## src/rtl/button_conditioner_pkg.sv

```systemverilog
// Shared types and sizing helpers for the button conditioner slice.
package button_pkg;

    // Per-channel autorepeat controller states.
    typedef enum logic [1:0] {
        REP_IDLE  = 2'd0,
        REP_DELAY = 2'd1,
        REP_RUN   = 2'd2
    } rep_state_t;

    // Width of a tick down-counter able to hold max(delay, rate).
    function automatic int unsigned rep_cnt_width(input int unsigned delay,
                                                  input int unsigned rate);
        return $clog2(((delay > rate) ? delay : rate) + 1);
    endfunction

endpackage

```

## src/rtl/button_conditioner_if.sv

```systemverilog
// Board-pin / game-core signal bundle for the button conditioner.
interface button_conditioner_if #(
    parameter int unsigned N_CH = 4
);
    logic [N_CH-1:0] raw_i;
    logic [N_CH-1:0] level_o;
    logic [N_CH-1:0] press_o;
    logic [N_CH-1:0] release_o;
    logic [N_CH-1:0] fire_o;
    logic            tick_o;

    // Pin/consumer side: supplies raw levels, observes events.
    modport master (
        output raw_i,
        input  level_o, press_o, release_o, fire_o, tick_o
    );

    // Conditioner side.
    modport slave (
        input  raw_i,
        output level_o, press_o, release_o, fire_o, tick_o
    );
endinterface

```

## src/rtl/button_conditioner_channel.sv

```systemverilog
// One input channel: polarity fix, 2-FF sync, tick debounce, edge pulses
// and the hold-to-autorepeat fire controller.
module button_channel
    import button_pkg::*;
#(
    parameter logic        ACTIVE_LOW     = 1'b1,
    parameter logic        REPEAT_EN      = 1'b0,
    parameter int unsigned DEBOUNCE_TICKS = 10,
    parameter int unsigned REPEAT_DELAY   = 400,
    parameter int unsigned REPEAT_RATE    = 100
) (
    input  logic clk,
    input  logic reset,
    input  logic tick,
    input  logic raw,
    output logic level,
    output logic press_pulse,
    output logic release_pulse,
    output logic fire_pulse
);
    localparam int unsigned DW = $clog2(DEBOUNCE_TICKS + 1);
    localparam logic [DW-1:0] DB_LAST = DW'(DEBOUNCE_TICKS - 1);
    localparam int unsigned RW = rep_cnt_width(REPEAT_DELAY, REPEAT_RATE);
    localparam logic [RW-1:0] RD_LOAD = RW'(REPEAT_DELAY);
    localparam logic [RW-1:0] RR_LOAD = RW'(REPEAT_RATE);
    localparam logic [RW-1:0] RP_ONE  = RW'(1);

    logic          sync_a;
    logic          sync_b;
    logic [DW-1:0] db_cnt;
    rep_state_t    state;
    rep_state_t    state_nx;
    logic [RW-1:0] rep_cnt;
    logic [RW-1:0] rep_cnt_nx;

    // Normalise polarity to 1 = pressed and bring into the clk domain.
    always_ff @(posedge clk) begin
        if (reset) begin
            sync_a <= 1'b0;
            sync_b <= 1'b0;
        end else begin
            sync_a <= raw ^ ACTIVE_LOW;
            sync_b <= sync_a;
        end
    end

    // Debounce: count ticks of sustained disagreement, toggle level and emit an edge pulse.
    always_ff @(posedge clk) begin
        if (reset) begin
            db_cnt        <= '0;
            level         <= 1'b0;
            press_pulse   <= 1'b0;
            release_pulse <= 1'b0;
        end else begin
            press_pulse   <= 1'b0;
            release_pulse <= 1'b0;
            if (sync_b == level) begin
                db_cnt <= '0;
            end else if (tick) begin
                if (db_cnt == DB_LAST) begin
                    db_cnt        <= '0;
                    level         <= ~level;
                    press_pulse   <= ~level;
                    release_pulse <= level;
                end else begin
                    db_cnt <= db_cnt + 1'b1;
                end
            end
        end
    end

    // Autorepeat state and tick down-counter.
    always_ff @(posedge clk) begin
        if (reset) begin
            state   <= REP_IDLE;
            rep_cnt <= '0;
        end else begin
            state   <= state_nx;
            rep_cnt <= rep_cnt_nx;
        end
    end

    // Fire on press, then on each expiry while held; release wins over a coincident expiry.
    always_comb begin
        state_nx   = state;
        rep_cnt_nx = rep_cnt;
        fire_pulse = 1'b0;
        if (release_pulse) begin
            state_nx   = REP_IDLE;
            rep_cnt_nx = '0;
        end else begin
            case (state)
                REP_IDLE: begin
                    if (press_pulse) begin
                        fire_pulse = 1'b1;
                        if (REPEAT_EN) begin
                            state_nx   = REP_DELAY;
                            rep_cnt_nx = RD_LOAD;
                        end
                    end
                end
                REP_DELAY, REP_RUN: begin
                    if (tick) begin
                        if (rep_cnt == RP_ONE) begin
                            fire_pulse = 1'b1;
                            rep_cnt_nx = RR_LOAD;
                            state_nx   = REP_RUN;
                        end else begin
                            rep_cnt_nx = rep_cnt - 1'b1;
                        end
                    end
                end
                default: begin
                    state_nx   = REP_IDLE;
                    rep_cnt_nx = '0;
                end
            endcase
        end
    end

endmodule

```

## src/rtl/button_conditioner.sv

```systemverilog
// Board switch/key front-end: shared tick prescaler plus N_CH independent channels.
module button_conditioner
    import button_pkg::*;
#(
    parameter int unsigned     N_CH            = 4,
    parameter logic [N_CH-1:0] ACTIVE_LOW_MASK = '1,
    parameter logic [N_CH-1:0] REPEAT_MASK     = '0,
    parameter int unsigned     TICK_DIV        = 50000,
    parameter int unsigned     DEBOUNCE_TICKS  = 10,
    parameter int unsigned     REPEAT_DELAY    = 400,
    parameter int unsigned     REPEAT_RATE     = 100
) (
    input  logic                  clk,
    input  logic                  reset,
    button_conditioner_if.slave   bus
);
    localparam int unsigned PW = (TICK_DIV > 1) ? $clog2(TICK_DIV) : 1;
    localparam logic [PW-1:0] PRE_LAST = PW'(TICK_DIV - 1);

    logic [PW-1:0]   pre_cnt;
    logic            tick;
    logic [N_CH-1:0] level_v;
    logic [N_CH-1:0] press_v;
    logic [N_CH-1:0] release_v;
    logic [N_CH-1:0] fire_v;

    // Free-running 0..TICK_DIV-1 prescaler.
    always_ff @(posedge clk) begin
        if (reset || pre_cnt == PRE_LAST) begin
            pre_cnt <= '0;
        end else begin
            pre_cnt <= pre_cnt + 1'b1;
        end
    end

    // Gated by reset so TICK_DIV = 1 still reads 0 while reset is held.
    assign tick = (pre_cnt == PRE_LAST) && !reset;

    for (genvar i = 0; i < N_CH; i++) begin : g_ch
        button_channel #(
            .ACTIVE_LOW     (ACTIVE_LOW_MASK[i]),
            .REPEAT_EN      (REPEAT_MASK[i]),
            .DEBOUNCE_TICKS (DEBOUNCE_TICKS),
            .REPEAT_DELAY   (REPEAT_DELAY),
            .REPEAT_RATE    (REPEAT_RATE)
        ) u_ch (
            .clk           (clk),
            .reset         (reset),
            .tick          (tick),
            .raw           (bus.raw_i[i]),
            .level         (level_v[i]),
            .press_pulse   (press_v[i]),
            .release_pulse (release_v[i]),
            .fire_pulse    (fire_v[i])
        );
    end

    assign bus.level_o   = level_v;
    assign bus.press_o   = press_v;
    assign bus.release_o = release_v;
    assign bus.fire_o    = fire_v;
    assign bus.tick_o    = tick;

endmodule

```

## src/flat_wrapper.sv

```systemverilog
// flat-port wrapper written by rule: the top's interface ports become plain ports
module button_conditioner_flat import button_pkg::*;
#(
    parameter int unsigned     N_CH            = 4,
    parameter logic [N_CH-1:0] ACTIVE_LOW_MASK = '1,
    parameter logic [N_CH-1:0] REPEAT_MASK     = '0,
    parameter int unsigned     TICK_DIV        = 50000,
    parameter int unsigned     DEBOUNCE_TICKS  = 10,
    parameter int unsigned     REPEAT_DELAY    = 400,
    parameter int unsigned     REPEAT_RATE     = 100
)
  (clk, reset, bus_raw_i, bus_level_o, bus_press_o, bus_release_o, bus_fire_o, bus_tick_o);
  button_conditioner_if #(.N_CH(N_CH)) bus_i ();
  input  logic clk;
  input  logic reset;
  input wire logic [$bits(bus_i.raw_i)-1:0] bus_raw_i;
  output wire logic [$bits(bus_i.level_o)-1:0] bus_level_o;
  output wire logic [$bits(bus_i.press_o)-1:0] bus_press_o;
  output wire logic [$bits(bus_i.release_o)-1:0] bus_release_o;
  output wire logic [$bits(bus_i.fire_o)-1:0] bus_fire_o;
  output wire logic [$bits(bus_i.tick_o)-1:0] bus_tick_o;
  assign bus_i.raw_i = bus_raw_i;
  assign bus_level_o = bus_i.level_o;
  assign bus_press_o = bus_i.press_o;
  assign bus_release_o = bus_i.release_o;
  assign bus_fire_o = bus_i.fire_o;
  assign bus_tick_o = bus_i.tick_o;
  button_conditioner #(.N_CH(N_CH), .ACTIVE_LOW_MASK(ACTIVE_LOW_MASK), .REPEAT_MASK(REPEAT_MASK), .TICK_DIV(TICK_DIV), .DEBOUNCE_TICKS(DEBOUNCE_TICKS), .REPEAT_DELAY(REPEAT_DELAY), .REPEAT_RATE(REPEAT_RATE)) u_core (.clk(clk), .reset(reset), .bus(bus_i));
endmodule
```

## config.mk

```make
export PLATFORM = sky130hd
export DESIGN_NAME = button_conditioner_flat
export DESIGN_NICKNAME = d
export VERILOG_FILES = /design/src/rtl/button_conditioner_pkg.sv /design/src/rtl/button_conditioner_if.sv /design/src/rtl/button_conditioner_channel.sv /design/src/rtl/button_conditioner.sv /design/src/flat_wrapper.sv
export SDC_FILE = /design/constraint.sdc
export NUM_CORES = 1
export LEC_CHECK = 0
export ABC_CLOCK_PERIOD_IN_PS = 5500
export CORE_UTILIZATION = 50
export DETAILED_ROUTE_END_ITERATION = 12
export PLACE_DENSITY = 0.71
export SLEW_MARGIN = 15
export SYNTH_ARGS = -nofsm -noshare
export SYNTH_HDL_FRONTEND = slang
export SYNTH_SLANG_ARGS = --single-unit
```

## constraint.sdc

```tcl
create_clock -name clk -period 5.5 [get_ports clk]
set_input_delay 0.825 -clock clk [delete_from_list [all_inputs] [get_ports clk]]
set_output_delay 0.825 -clock clk [all_outputs]
set_load 0.005 [all_outputs]
```

=== Yosys cells after proc, flatten, opt, wreduce, memory -nomap -nowiden ===
Index checks and enable logic that the tools add are counted.
W data, S select, Z words.

* Flip-flop bits (word level): 96
* Input port bits: 6
* Output and inout port bits: 17
* Word-level logic and storage cells: 175

* Add/sub/neg operators: 9
* Eq/ne operators: 29
* Multiplexer cells: 48
* Bitwise logic cells: 21
* Reduce and logical (&&, ||, !) cells: 35

{| class="wikitable"
|+ Operators with widths
! kind !! number
|-
| $mux W9 || 8
|-
| $pmux W9 S2 || 4
|-
| $eq A9 B1 Y1 const B || 4
|-
| $sub A9 B1 Y9 const B || 4
|-
| $reduce_and A3 Y1 || 8
|-
| $reduce_or A2 Y1 || 12
|-
| $not A1 Y1 || 21
|-
| $add A16 B1 Y16 const B || 1
|-
| $add A4 B1 Y4 const B || 4
|-
| $eq A16 B16 Y1 const B || 1
|-
| $eq A4 B4 Y1 const B || 4
|-
| $mux W1 || 16
|-
| $mux W2 || 8
|-
| $mux W4 || 4
|-
| $ne A2 B2 Y1 const B || 8
|-
| $pmux W2 S2 || 4
|-
| $reduce_or A4 Y1 || 4
|-
| $eq A2 B1 Y1 const B || 4
|-
| $eq A2 B2 Y1 const B || 4
|-
| $logic_not A2 Y1 || 4
|-
| $pmux W1 S2 || 4
|-
| $reduce_and A2 Y1 || 4
|-
| $eq A1 B1 Y1 || 4
|-
| $logic_and A1 B1 Y1 || 1
|-
| other kinds (2) || 2
|}

=== Logic depth before layout (Yosys ltp) ===
* Depth in word-level cells: 5
* Mapped depth: 7
* Mapped depth without buffers: 5

=== Modules after synthesis ===
Synthesis repeated with hierarchy kept, for this count alone.

* Cell total of the unflattened synthesis: 224
* Area total of the unflattened synthesis: 2198.4 sq um

{| class="wikitable"
|+ By module, submodules not included
! module !! times used !! cells each !! area an instance (sq um) !! sequential area each (sq um)
|-
| button_channel || 4 || 36 || 364.1 || 180.2
|-
| button_conditioner || 1 || 80 || 742.0 || 320.3
|}

=== Least setup slack after synthesis ===
OpenSTA, ideal clock, no wires.

* Kind: input-to-output
* Start: in reset
* End: out bus_tick_o
* Arrival: 1898 ps
* Path slack: 2777 ps
* Stages on the path: 2
* Buffers on the path: 0
* Cells stage by stage: or4b_2 > nor4_2

* Cells in the longest elaborated chain, start to end: 2

{| class="wikitable"
|+ RTL lines
! element !! RTL line !! RTL
|-
| start: declaration || flat_wrapper.sv:15 || <nowiki>input logic reset;</nowiki>
|-
| $logic_not A1 Y1 || button_conditioner.sv:37 || <nowiki>assign tick = (pre_cnt == PRE_LAST) && !reset;</nowiki>
|-
| $logic_and A1 B1 Y1 || button_conditioner.sv:37 ||
|-
| end: declaration || flat_wrapper.sv:21 || <nowiki>output wire logic [$bits(bus_i.tick_o)-1:0] bus_tick_o;</nowiki>
|}

No other way between the ends.

=== Worst setup path in the final report ===
Ends and elaborated chain as after synthesis.

==> impl_metrics.ini <==
[layout]
fin_util_pct = 58.1
diodes = 0
final_layout_size_suffix_gt1_share_pct = 8.03
seqCellArea_sq_um = 1040
stdcell_area_sq_um = 2580
syn_to_final_growth_pct = 9.09
multi_input_area_sq_um = 1120
final_common_cell = dfxtp_1
fill_cells = 414
mostFrequentLayoutCells = dfxtp_1, nor2_1, clkdlybuf4s50_1
layout.nets = 281

[placement]
dp_hpwl_mm = 2.73
gp_congestion = 0.763
post-place-ws_ns = 1.71
place_area_sq_um = 2500
portBuffers = 22

[sta]
grt_setup_unrepaired = no
fin_crit_sh_pct = 69.1
finalMaxSlewViolations = 0
skew_ns = 0.00657
slew_headroom_pct = 62.0
setup_viol_count_final = 0
fmax_mhz = 263
final.setup.tns_ns = 0
hold_viol = 0
final.min_clock_period_ns = 3.80
timing.hold.ws_ns = 0.445
tightest_slew_ns = 0.571
setup_slack_ns = 1.70

[floorplan]
io_pins = 23
core_area_sq_um = 4440
die_y_microns = 70.8
die_area_sq_um = 5010
start_util_pct = 53.3
row_count = 24
die_w_microns = 70.8

[yosys]
avgSynthCellArea_sq_um = 8.87
synth-seq-cells = 52
synth_warnings = 0
synthCells = 267
yosys-mux-area-fraction_pct = 0
syn_area_sq_um = 2370
synth_top_area_share_pct = 44.0
ys_top_cells_by_area = dfxtp_1, buf_4, nor2_1, a21oi_1, xnor2_1
synth-edff-count = 0
synthAdderAreaFrac_pct = 0.529
synth_cell_types = 48
synth-simple-area-share_pct = 28.6
synth_seq_area_share_pct = 44.0
synth_top_family_by_area = simple AND/OR/NAND/NOR gates
synthXorXnorAreaFrac_pct = 6.29
synth-async-reset-ratio_pct = 0
syn_nets = 274
synth_top_flop_cell = dfxtp_1
synth_compound_area_share_pct = 11.6
synth_top_cell_by_area = dfxtp_1

[critical_path]
endpoint_kind = output port
cp-start-kind = input pin
cp.required_ns = 4.68
reg2reg_slack_ns = 2.90
crit_type = input pin to output port
worst_path_max_delay_cell = or4b_2
max_stage_delay_ns = 0.65
cp_cell_sequence = clkdlybuf4s50_1 > buf_4 > or4b_2 > nor4_2 > buf_4 > clkdlybuf4s50_1
cp_max_fo = 35
critPathArrivalTime_ns = 2.98

[global_route]
first_global_vias = 1562
grt_pass1_wl_mm = 6.93
grt_overflow_total = 0
grtUsageTotal_pct = 17.4
antenna_found_initial = 0
grt_max_degree = 36

[status]
status = completed

[clock_network]
path_clk_slew_ns = 0.08
cts_resized = 0
root_buffer = clkbuf_8
cts_tree = built
htreeDepth = 2
cts.path.max_buffers = 2
clock_sink_count = 52
cts_hold_buffers = 0
post_cts_buffers = 0
clkLatencyLatePin_ns = 0.30
cts_buffers = 5

[routing]
first_iter_violations = 113
routed_wl_mm = 4.00
vias = 1787
wl_per_cell_microns = 12.3
remaining_drc_errors = 0
firstDrtPassIters = 6
vias_per_cell = 5.48
ant_nets = 0

[job]
cap_violations = 0

[power]
total_leakage_power_uw = 0.000836
ir_worst_vdd_mv = 0.168
powerDensity_nw_per_um2 = 233

[worst_hold_path]
hp-class = flop to flop
==> stage by stage <==
stage,instances,power [uW]
final,326,602
after global routing,326,628
after CTS,326,610
after detailed placement,319,410
after global placement,319,410
after floorplan,267,404
==> layout make-up <==
type	instances	area share [%]
clock buffer	6	2.81
timing repair buffer	25	9.40
multi-input combinational	180	43.3
sequential	52	40.3
tap	52	2.52
inverter	10	1.45
clock inverter	1	0.194
==> flip-flops by register name (all words and copies together) (netlist names) <==
name,count
u_core.g_ch.u_ch.release_pulse,4
u_core.g_ch.u_ch.sync_a,4
u_core.g_ch.u_ch.level,4
u_core.pre_cnt,16
u_core.g_ch.u_ch.press_pulse,4
u_core.g_ch.u_ch.sync_b,4
u_core.g_ch.u_ch.db_cnt,16
==> critical path: cells and delay by family <==
family,cells,cell delay [ns]
AND/OR/NAND/NOR,2,0.79
buffers and inverters,4,1.35
==> cell families after synthesis <==
kind of cell,Yosys count
simple gates,118
flops,52
compound gates,44
buf+inv,35
xor+xnor,17
fa+ha+maj,1
==> path summary, 6_finish.rpt <==
path | from | end | cells after the start
setup / recovery | reset | bus_tick_o | 6
hold / removal | u_core.g_ch[0].u_ch.sync_a | u_core.g_ch[0].u_ch.sync_b | 1
setup reg to reg | u_core.pre_cnt[0] | u_core.pre_cnt[8] | 5
hold reg to reg | u_core.g_ch[0].u_ch.sync_a | u_core.g_ch[0].u_ch.sync_b | 1
==> where the power goes <==
group	leakage [uW]	internal, uW	switching (uW)
clock	0.0000410	86.7	114
combinational	0.000374	8.29	9.21
sequential	0.000421	381	2.87
==> metal layers <==
layer  global-route usage (%)  wire (microns)  vias up
met3                     3.70             143        8
met5                        0               0        -
met1                     21.9            1840      816
met2                     28.4            1920       32
li1                         -               -      931
met4                     8.89              88        0
==> Yosys cell counts (2+ instances only) <==
| library cell | number |
|---|---|
| nor2b_1 | 11 |
| nand3_1 | 14 |
| or2b_2 | 2 |
| a21oi_1 | 18 |
| o31ai_1 | 4 |
| nand2_1 | 11 |
| xnor2_1 | 9 |
| buf_6 | 2 |
| buf_2 | 3 |
| or4b_2 | 2 |
| dfxtp_1 | 52 |
| nor4bb_1 | 3 |
| buf_4 | 17 |
| nand4b_1 | 2 |
| clkbuf_1 | 3 |
| nor3b_1 | 3 |
| nand2b_1 | 6 |
| o41ai_1 | 2 |
| nand4_1 | 8 |
| inv_1 | 10 |
| xor2_1 | 8 |
| a21o_1 | 2 |
| nor3_1 | 4 |
| nor2_1 | 32 |
| or2_2 | 2 |
| o21ai_0 | 9 |
| or4_1 | 7 |
No activity file was read; power rests on OpenSTA's default activity.
